**src/rtl/auth_pkg.sv**
```systemverilog
// ---------------------------------------------------------------------------
// auth_pkg
//   Shared definitions for the PIN authentication engine: request op codes,
//   response status codes, FSM state encoding and the power-on account table.
//   The default table is exposed as functions of the entry index so that the
//   database can load it from inside a reset loop.
// ---------------------------------------------------------------------------
package auth_pkg;

    typedef enum logic [1:0] {
        OP_AUTH       = 2'd0,
        OP_CHANGE_PIN = 2'd1,
        OP_UNLOCK     = 2'd2,
        OP_RSVD       = 2'd3
    } op_e;

    typedef enum logic [2:0] {
        ST_OK        = 3'd0,
        ST_NOT_FOUND = 3'd1,
        ST_BAD_PIN   = 3'd2,
        ST_LOCKED    = 3'd3,
        ST_SAME_PIN  = 3'd4
    } status_e;

    typedef enum logic [1:0] {
        S_IDLE,
        S_SCAN,
        S_CHECK,
        S_RESP
    } state_e;

    // Default account number for entry i: accounts 1..10, zero beyond.
    function automatic int unsigned default_acc(input int unsigned i);
        return (i < 10) ? i + 1 : 0;
    endfunction

    // Default PIN for entry i (decimal value held in binary), zero beyond.
    function automatic int unsigned default_pin(input int unsigned i);
        case (i)
            0:       return 1234;
            1:       return 2345;
            2:       return 3456;
            3:       return 4567;
            4:       return 5678;
            5:       return 6789;
            6:       return 7890;
            7:       return 8901;
            8:       return 9012;
            9:       return 7123;
            default: return 0;
        endcase
    endfunction

endpackage

```
**src/rtl/auth_db.sv**
```systemverilog
// ---------------------------------------------------------------------------
// auth_db
//   Account database: account numbers, PINs and failed-attempt counters.
//   All three arrays load the default table on reset. One combinational read
//   port and one write port share the same index.
// Ports
//   clk, rst      clock, asynchronous active-high reset
//   idx           entry index for both read and write
//   acc, pin, cnt read data at idx (zero when idx is out of range)
//   pin_we/wr_pin PIN write at the next rising edge
//   cnt_we/wr_cnt failed-attempt counter write at the next rising edge
// ---------------------------------------------------------------------------
module auth_db
    import auth_pkg::*;
#(
    parameter int NUM_ACC = 10,
    parameter int ACC_W   = 4,
    parameter int PIN_W   = 16,
    parameter int IDX_W   = 4,
    parameter int CNT_W   = 2
) (
    input  logic             clk,
    input  logic             rst,
    input  logic [IDX_W-1:0] idx,
    output logic [ACC_W-1:0] acc,
    output logic [PIN_W-1:0] pin,
    output logic [CNT_W-1:0] cnt,
    input  logic             pin_we,
    input  logic [PIN_W-1:0] wr_pin,
    input  logic             cnt_we,
    input  logic [CNT_W-1:0] wr_cnt
);

    logic [ACC_W-1:0] acc_mem [NUM_ACC];
    logic [PIN_W-1:0] pin_mem [NUM_ACC];
    logic [CNT_W-1:0] cnt_mem [NUM_ACC];

    // NOTE: the arrays are reset on purpose -- the database must reload its
    // default contents on every reset, so they are flops rather than a RAM.
    // Account numbers are only ever loaded by reset.
    always_ff @(posedge clk or posedge rst) begin
        if (rst) begin
            for (int i = 0; i < NUM_ACC; i++) begin
                acc_mem[i] <= ACC_W'(default_acc(i));
                pin_mem[i] <= PIN_W'(default_pin(i));
                cnt_mem[i] <= '0;
            end
        end else if (int'(idx) < NUM_ACC) begin
            if (pin_we) pin_mem[idx] <= wr_pin;
            if (cnt_we) cnt_mem[idx] <= wr_cnt;
        end
    end

    always_comb begin
        acc = '0;
        pin = '0;
        cnt = '0;
        if (int'(idx) < NUM_ACC) begin
            acc = acc_mem[idx];
            pin = pin_mem[idx];
            cnt = cnt_mem[idx];
        end
    end

endmodule

```
**src/rtl/pin_auth_engine.sv**
```systemverilog
// ---------------------------------------------------------------------------
// pin_auth_engine
//   Sequential account/PIN checker. Accepts AUTH, CHANGE_PIN and UNLOCK
//   requests on a valid/ready port, scans the database one entry per cycle,
//   applies the lockout rules and answers with a one-cycle response strobe.
// Ports
//   clk, rst                     clock, asynchronous active-high reset
//   req_valid/req_ready          request handshake (ready only when idle)
//   req_op, req_acc, req_pin,    request fields, latched at accept
//   req_new_pin
//   resp_valid                   one-cycle response strobe
//   resp_status, resp_index,     registered response; hold between strobes
//   resp_tries
// ---------------------------------------------------------------------------
module pin_auth_engine
    import auth_pkg::*;
#(
    parameter int  NUM_ACC   = 10,
    parameter int  ACC_W     = 4,
    parameter int  PIN_W     = 16,
    parameter int  MAX_TRIES = 3,
    localparam int IDX_W     = $clog2(NUM_ACC)
) (
    input  logic             clk,
    input  logic             rst,
    input  logic             req_valid,
    output logic             req_ready,
    input  logic [1:0]       req_op,
    input  logic [ACC_W-1:0] req_acc,
    input  logic [PIN_W-1:0] req_pin,
    input  logic [PIN_W-1:0] req_new_pin,
    output logic             resp_valid,
    output logic [2:0]       resp_status,
    output logic [IDX_W-1:0] resp_index,
    output logic [1:0]       resp_tries
);

    localparam int CNT_W = $clog2(MAX_TRIES + 1);

    state_e           state_q, state_d;
    op_e              op_q;
    logic [ACC_W-1:0] acc_q;
    logic [PIN_W-1:0] pin_q, new_pin_q;
    logic [IDX_W-1:0] scan_idx, hit_idx, rd_idx;
    logic             found_q;

    logic [ACC_W-1:0] db_acc;
    logic [PIN_W-1:0] db_pin;
    logic [CNT_W-1:0] db_cnt, wr_cnt;
    logic             pin_we, cnt_we;

    status_e          status_d;
    logic [IDX_W-1:0] index_d;
    logic [1:0]       tries_d;

    logic accept, hit, last;

    assign req_ready = (state_q == S_IDLE);
    assign accept    = req_valid & req_ready;
    // Account 0 is the empty-slot marker and must never match.
    assign hit       = (acc_q != '0) && (db_acc == acc_q);
    assign last      = (scan_idx == IDX_W'(NUM_ACC - 1));
    // The read port follows the scan, then stays on the matched entry for CHECK.
    assign rd_idx    = (state_q == S_CHECK) ? hit_idx : scan_idx;

    auth_db #(
        .NUM_ACC (NUM_ACC),
        .ACC_W   (ACC_W),
        .PIN_W   (PIN_W),
        .IDX_W   (IDX_W),
        .CNT_W   (CNT_W)
    ) u_db (
        .clk    (clk),
        .rst    (rst),
        .idx    (rd_idx),
        .acc    (db_acc),
        .pin    (db_pin),
        .cnt    (db_cnt),
        .pin_we (pin_we),
        .wr_pin (new_pin_q),
        .cnt_we (cnt_we),
        .wr_cnt (wr_cnt)
    );

    // NOTE: sequential state uses non-blocking assignments only, so every
    // register samples the pre-edge values of the others.
    always_ff @(posedge clk or posedge rst) begin
        if (rst) state_q <= S_IDLE;
        else     state_q <= state_d;
    end

    // Request latch and scan pointer.
    always_ff @(posedge clk or posedge rst) begin
        if (rst) begin
            op_q      <= OP_AUTH;
            acc_q     <= '0;
            pin_q     <= '0;
            new_pin_q <= '0;
            scan_idx  <= '0;
            hit_idx   <= '0;
            found_q   <= 1'b0;
        end else if (accept) begin
            op_q      <= op_e'(req_op);
            acc_q     <= req_acc;
            pin_q     <= req_pin;
            new_pin_q <= req_new_pin;
            scan_idx  <= '0;
            found_q   <= 1'b0;
        end else if (state_q == S_SCAN) begin
            if (hit) begin
                hit_idx <= scan_idx;
                found_q <= 1'b1;
            end else begin
                scan_idx <= scan_idx + IDX_W'(1);
            end
        end
    end

    // NOTE: every signal driven here gets a default first, so no path can
    // leave one unassigned and infer a latch.
    always_comb begin
        state_d  = state_q;
        pin_we   = 1'b0;
        cnt_we   = 1'b0;
        wr_cnt   = '0;
        status_d = ST_NOT_FOUND;
        index_d  = '0;
        tries_d  = '0;
        case (state_q)
            S_IDLE:  if (accept) state_d = S_SCAN;
            S_SCAN:  if (hit || last) state_d = S_CHECK;
            S_CHECK: begin
                state_d = S_RESP;
                // Reserved op and unknown account both answer NOT_FOUND, tries 0.
                if (found_q && op_q != OP_RSVD) begin
                    index_d = hit_idx;
                    tries_d = 2'(MAX_TRIES - int'(db_cnt));
                    if (op_q == OP_UNLOCK) begin
                        cnt_we   = 1'b1;
                        status_d = ST_OK;
                        tries_d  = 2'(MAX_TRIES);
                    end else if (db_cnt == CNT_W'(MAX_TRIES)) begin
                        // Locked: no PIN compare, nothing changes.
                        status_d = ST_LOCKED;
                    end else if (db_pin != pin_q) begin
                        // db_cnt < MAX_TRIES here, so the increment saturates.
                        cnt_we   = 1'b1;
                        wr_cnt   = db_cnt + CNT_W'(1);
                        status_d = ST_BAD_PIN;
                        tries_d  = 2'(MAX_TRIES - int'(db_cnt) - 1);
                    end else begin
                        cnt_we  = 1'b1;
                        tries_d = 2'(MAX_TRIES);
                        if (op_q == OP_CHANGE_PIN && new_pin_q == db_pin) begin
                            status_d = ST_SAME_PIN;
                        end else begin
                            pin_we   = (op_q == OP_CHANGE_PIN);
                            status_d = ST_OK;
                        end
                    end
                end
            end
            S_RESP:  state_d = S_IDLE;
            default: state_d = S_IDLE;
        endcase
    end

    // Response registers load on the CHECK->RESP edge and hold otherwise.
    always_ff @(posedge clk or posedge rst) begin
        if (rst) begin
            resp_valid  <= 1'b0;
            resp_status <= '0;
            resp_index  <= '0;
            resp_tries  <= '0;
        end else begin
            resp_valid <= (state_q == S_CHECK);
            if (state_q == S_CHECK) begin
                resp_status <= status_d;
                resp_index  <= index_d;
                resp_tries  <= tries_d;
            end
        end
    end

endmodule

```
**config.mk**
```make
export PLATFORM = sky130hd
export DESIGN_NAME = pin_auth_engine
export DESIGN_NICKNAME = d
export VERILOG_FILES = /design/src/rtl/auth_pkg.sv /design/src/rtl/auth_db.sv /design/src/rtl/pin_auth_engine.sv
export SDC_FILE = /design/constraint.sdc
export NUM_CORES = 1
export LEC_CHECK = 0
export BUFFER_PORTS_ARGS = -buffer_cell sky130_fd_sc_hd__buf_2
export CORE_MARGIN = 1.5
export CORE_UTILIZATION = 30
export CTS_CLUSTER_DIAMETER = 100
export DETAILED_ROUTE_END_ITERATION = 12
export GPL_TIMING_DRIVEN = 0
export MAX_ROUTING_LAYER = met4
export PLACE_DENSITY = 0.44
export SKIP_CTS_REPAIR_TIMING = 1
export SLEW_MARGIN = 20
export SYNTH_ARGS = -nofsm -noshare
export SYNTH_HDL_FRONTEND = slang
export SYNTH_SLANG_ARGS = --single-unit
```
**constraint.sdc**
```tcl
create_clock -name clk -period 7.6 [get_ports clk]
set_clock_uncertainty 0.1 [all_clocks]
set_input_delay 0.38 -clock clk [delete_from_list [all_inputs] [get_ports clk]]
set_output_delay 0.38 -clock clk [all_outputs]
set_load 0.005 [all_outputs]
```
==> flow_metrics.tcl <==
set metrics [dict create \
    clock_path_buffers 3 \
    synth_seq_area_share 0.5884 \
    tritoncts "done" \
    slowest_stage "sky130_fd_sc_hd__clkbuf_1" \
    number_of_clock_buffers_inserted_by_tritoncts 27 \
    horizontal_extent_of_the_die_um 183.7 \
    grt_overall_usage 0.1603 \
    number_of_flops_mapped_to_enable_cells_by_yosys 0 \
    cell_area_after_technology_mapping_um2 9791 \
    final_period_minus_worst_setup_slack_ns 5.219 \
    synth_warnings 40 \
    initial_utilization 0.3079 \
    max-vdd-ir-drop_mv 0.1559 \
    dr.first_iter.drc_count 315 \
    postRouteAntennaNets 0 \
    timing.final.hold_violations 0 \
    totalPowerFinal_mw 4.277 \
    fillCellCount 3149 \
    worstSkewPairLatency_ns 0.54 \
    boundaryPins 52 \
    grt_residual_overflow 0 \
    worst-path-buf-inv 6 \
    synthCells 821 \
    route.detailed.drc 0 \
    grt_setup_unrepaired "false" \
    power.leakage_nw 5.136 \
    grt_max_degree 102 \
    cts.clk_slew.worst_paths_ns 0.06 \
    synth.lib_cells_used.distinct 80 \
    routed-via-count 6199 \
    fp.dieArea_um2 33730 \
    antenna_cells_inserted 0 \
    holdCritPathClass "primary input to async pin" \
    final_layout_size_suffix_gt1_frac 0.2607 \
    vias_in_the_first_global_route 6344 \
    drt_pass1_iterations 4 \
    timing.critical_path.fanout_max 10 \
    critical_path_arrival_ns 5.54 \
    net_count_final 981 \
    grt_first_pass_wirelength_um 39390 \
    cts.sinks 227 \
    coreArea_um2 31800 \
    cp_data_required_time_ns 7.92 \
    detailed_place_hpwl_um 17430 \
    io_buffers 43 \
    antenna_violations_before_repair 0 \
    wl_per_cell_um 18.26 \
    htree_num_levels 1 \
    async_flop_share 1.000 \
    setup.worst_path.class "register to register" \
    gpl.final_weighted_congestion 0.7908 \
    area_of_the_multi_input_gates_um2 3124 \
    timing_worst_slew_pin_value_ns 0.8997 \
    mean_post_synth_cell_area_um2 11.93 \
    final_core_utilization 0.3740 \
    ys.flop_type "sky130_fd_sc_hd__dfrtp_1" \
    cp_cell_sequence "inv_1 > ha_1 > buf_4 > inv_1 > clkbuf_1 > o211ai_1 > o2111ai_1 > o2111ai_1 > nor4_1 > or4b_1 > buf_2 > nor3_4 > buf_8 > mux2_4" \
    worstSetupStartpointType "register" \
    report.final.setup_viol 0 \
    clock-root-buffer "sky130_fd_sc_hd__clkbuf_16" \
    layout-area-overhead-vs-synth_pct 21.48 \
    finalMaxSlewViolations 0 \
    timing.slew.headroom 0.4002 \
    power.density_cell_area_nw_per_um2 359.6 \
    ys_seq_elements 227 \
    sequential_cell_area_um2 5761 \
    fmax_mhz 191.6 \
    routed_wl_um 25380 \
    slowest_delay_ns 0.62 \
    timing.final.crit_share 0.6867 \
    setup_slack_reg_to_reg_ns 2.38 \
    cpLargestDelayFamily "buffers and inverters" \
    end_kind "register" \
    die-height_um 183.7 \
    vias_per_cell 4.460 \
    outcome "complete, no violations" \
    row_count 65 \
    cap_viol_max_count 0 \
]
stage by stage:
step,worst slack [ns],area (um2),hold WS (ns),TNS (ns),std cells
after floorplan,1.006,9802,0.3207,0,824
after global placement,-1.933,10560,0.3312,-311.94,1302
after detailed placement,2.372,10620,0.2553,0,1304
after CTS,2.333,11530,-0.3117,0,1354
after global routing,2.241,11890,0.2697,0,1390
final,2.381,11890,0.2579,0,1390
placed cells by master, fill, tap and decap left out, types with 8 or more instances in the layout:
master and instances:
sky130_fd_sc_hd__clkbuf_1 178, sky130_fd_sc_hd__a21oi_1 29, sky130_fd_sc_hd__mux2i_1 29, sky130_fd_sc_hd__nor2_1 20, sky130_fd_sc_hd__o21ai_0 21, sky130_fd_sc_hd__xnor2_1 16, sky130_fd_sc_hd__clkbuf_16 28, sky130_fd_sc_hd__mux2_1 14
sky130_fd_sc_hd__dfrtp_1 163, sky130_fd_sc_hd__nand2_1 21, sky130_fd_sc_hd__buf_4 10, sky130_fd_sc_hd__nand2b_1 8, sky130_fd_sc_hd__dlygate4sd3_1 36, sky130_fd_sc_hd__mux2_2 41, sky130_fd_sc_hd__buf_2 53, sky130_fd_sc_hd__mux2_4 10
sky130_fd_sc_hd__inv_1 13, sky130_fd_sc_hd__o22ai_1 8, sky130_fd_sc_hd__nor3_1 11, sky130_fd_sc_hd__dfstp_2 64
power breakdown:
part	leakage (nW)	internal, mW	switching, mW
registers	2.85	1.32	0.130
clock network	0.446	0.801	0.504
logic	1.84	0.640	0.880
metal layers:
layer / up-vias / global-route usage / share of wire / wire length, um
met2: 93 / 0.2417 / 0.45 / 11480
met4: 0 / 0.03902 / 0.020 / 510
met1: 3099 / 0.2283 / 0.48 / 12310
met5: - / - / 0 / 0
li1: 2964 / - / - / -
met3: 43 / 0.02060 / 0.043 / 1087
tightest hold or removal path, delay by kind of cell:
family	cells	cell delay, ns
buffers and inverters	3	0.87
Yosys cell counts, types with 11 or more instances:
master | number | area share
sky130_fd_sc_hd__a21oi_1 | 29 | 0.015
sky130_fd_sc_hd__clkbuf_1 | 170 | 0.065
sky130_fd_sc_hd__dfrtp_1 | 163 | 0.42
sky130_fd_sc_hd__dfstp_2 | 64 | 0.17
sky130_fd_sc_hd__inv_1 | 14 | 0.0054
sky130_fd_sc_hd__mux2_1 | 14 | 0.016
sky130_fd_sc_hd__mux2_2 | 41 | 0.047
sky130_fd_sc_hd__mux2i_1 | 29 | 0.030
sky130_fd_sc_hd__nand2_1 | 21 | 0.0081
sky130_fd_sc_hd__nor2_1 | 20 | 0.0077
sky130_fd_sc_hd__nor3_1 | 11 | 0.0056
sky130_fd_sc_hd__o21ai_0 | 21 | 0.011
sky130_fd_sc_hd__xnor2_1 | 16 | 0.014
cell type report:
class                           instances  area share
Timing Repair Buffer                   81     0.05302
Tap cell                              435     0.04576
Buffer                                199     0.07238
Clock buffer                           42     0.06838
Clock inverter                          8    0.008100
Inverter                               15    0.005365
Sequential cell                       227      0.4843
Multi-Input combinational cell        383      0.2627
cell families (layout without fill, tap and decap cells):
family / count (synthesis) / after routing / share of synthesized area
DFF: 227 / 227 / 0.5884
buffers and inverters: 214 / 345 / 0.09367
AOI/OAI and AO/OA: 134 / 134 / 0.09725
and+or+nand+nor: 118 / 118 / 0.07182
muxes: 100 / 100 / 0.1220
xor gates and xnor gates: 21 / 21 / 0.01879
adders and majority gates: 6 / 6 / 0.007668
other: 1 / 4 / 0.0003830
worst paths after layout:
kind | end | start | depth (start not counted)
worst min-delay path | u_db.pin_mem[158]$_DFFE_PP0P_ | rst | 3
min in group clk | u_db.pin_mem[25]$_DFFE_PP1P_ | u_db.pin_mem[25]$_DFFE_PP1P_ | 1
worst min register to register | u_db.pin_mem[25]$_DFFE_PP1P_ | u_db.pin_mem[25]$_DFFE_PP1P_ | 1
worst max register to register | u_db.pin_mem[144]$_DFFE_PP0P_ | state_q[0]$_DFFE_PP0P_ | 14
max in group asynchronous | u_db.pin_mem[145]$_DFFE_PP1P_ | rst | 4
worst max-delay path | u_db.pin_mem[144]$_DFFE_PP0P_ | state_q[0]$_DFFE_PP0P_ | 14
sequential cells by signal, indices dropped and copies added (netlist names):
register      cells
resp_status       3
u_db.cnt_mem     20
resp_valid        1
state_q           2
new_pin_q        16
resp_tries        2
found_q           1
u_db.pin_mem    160
scan_idx          4
op_q              2
pin_q            16
No activity file was read; power rests on OpenSTA's default activity.
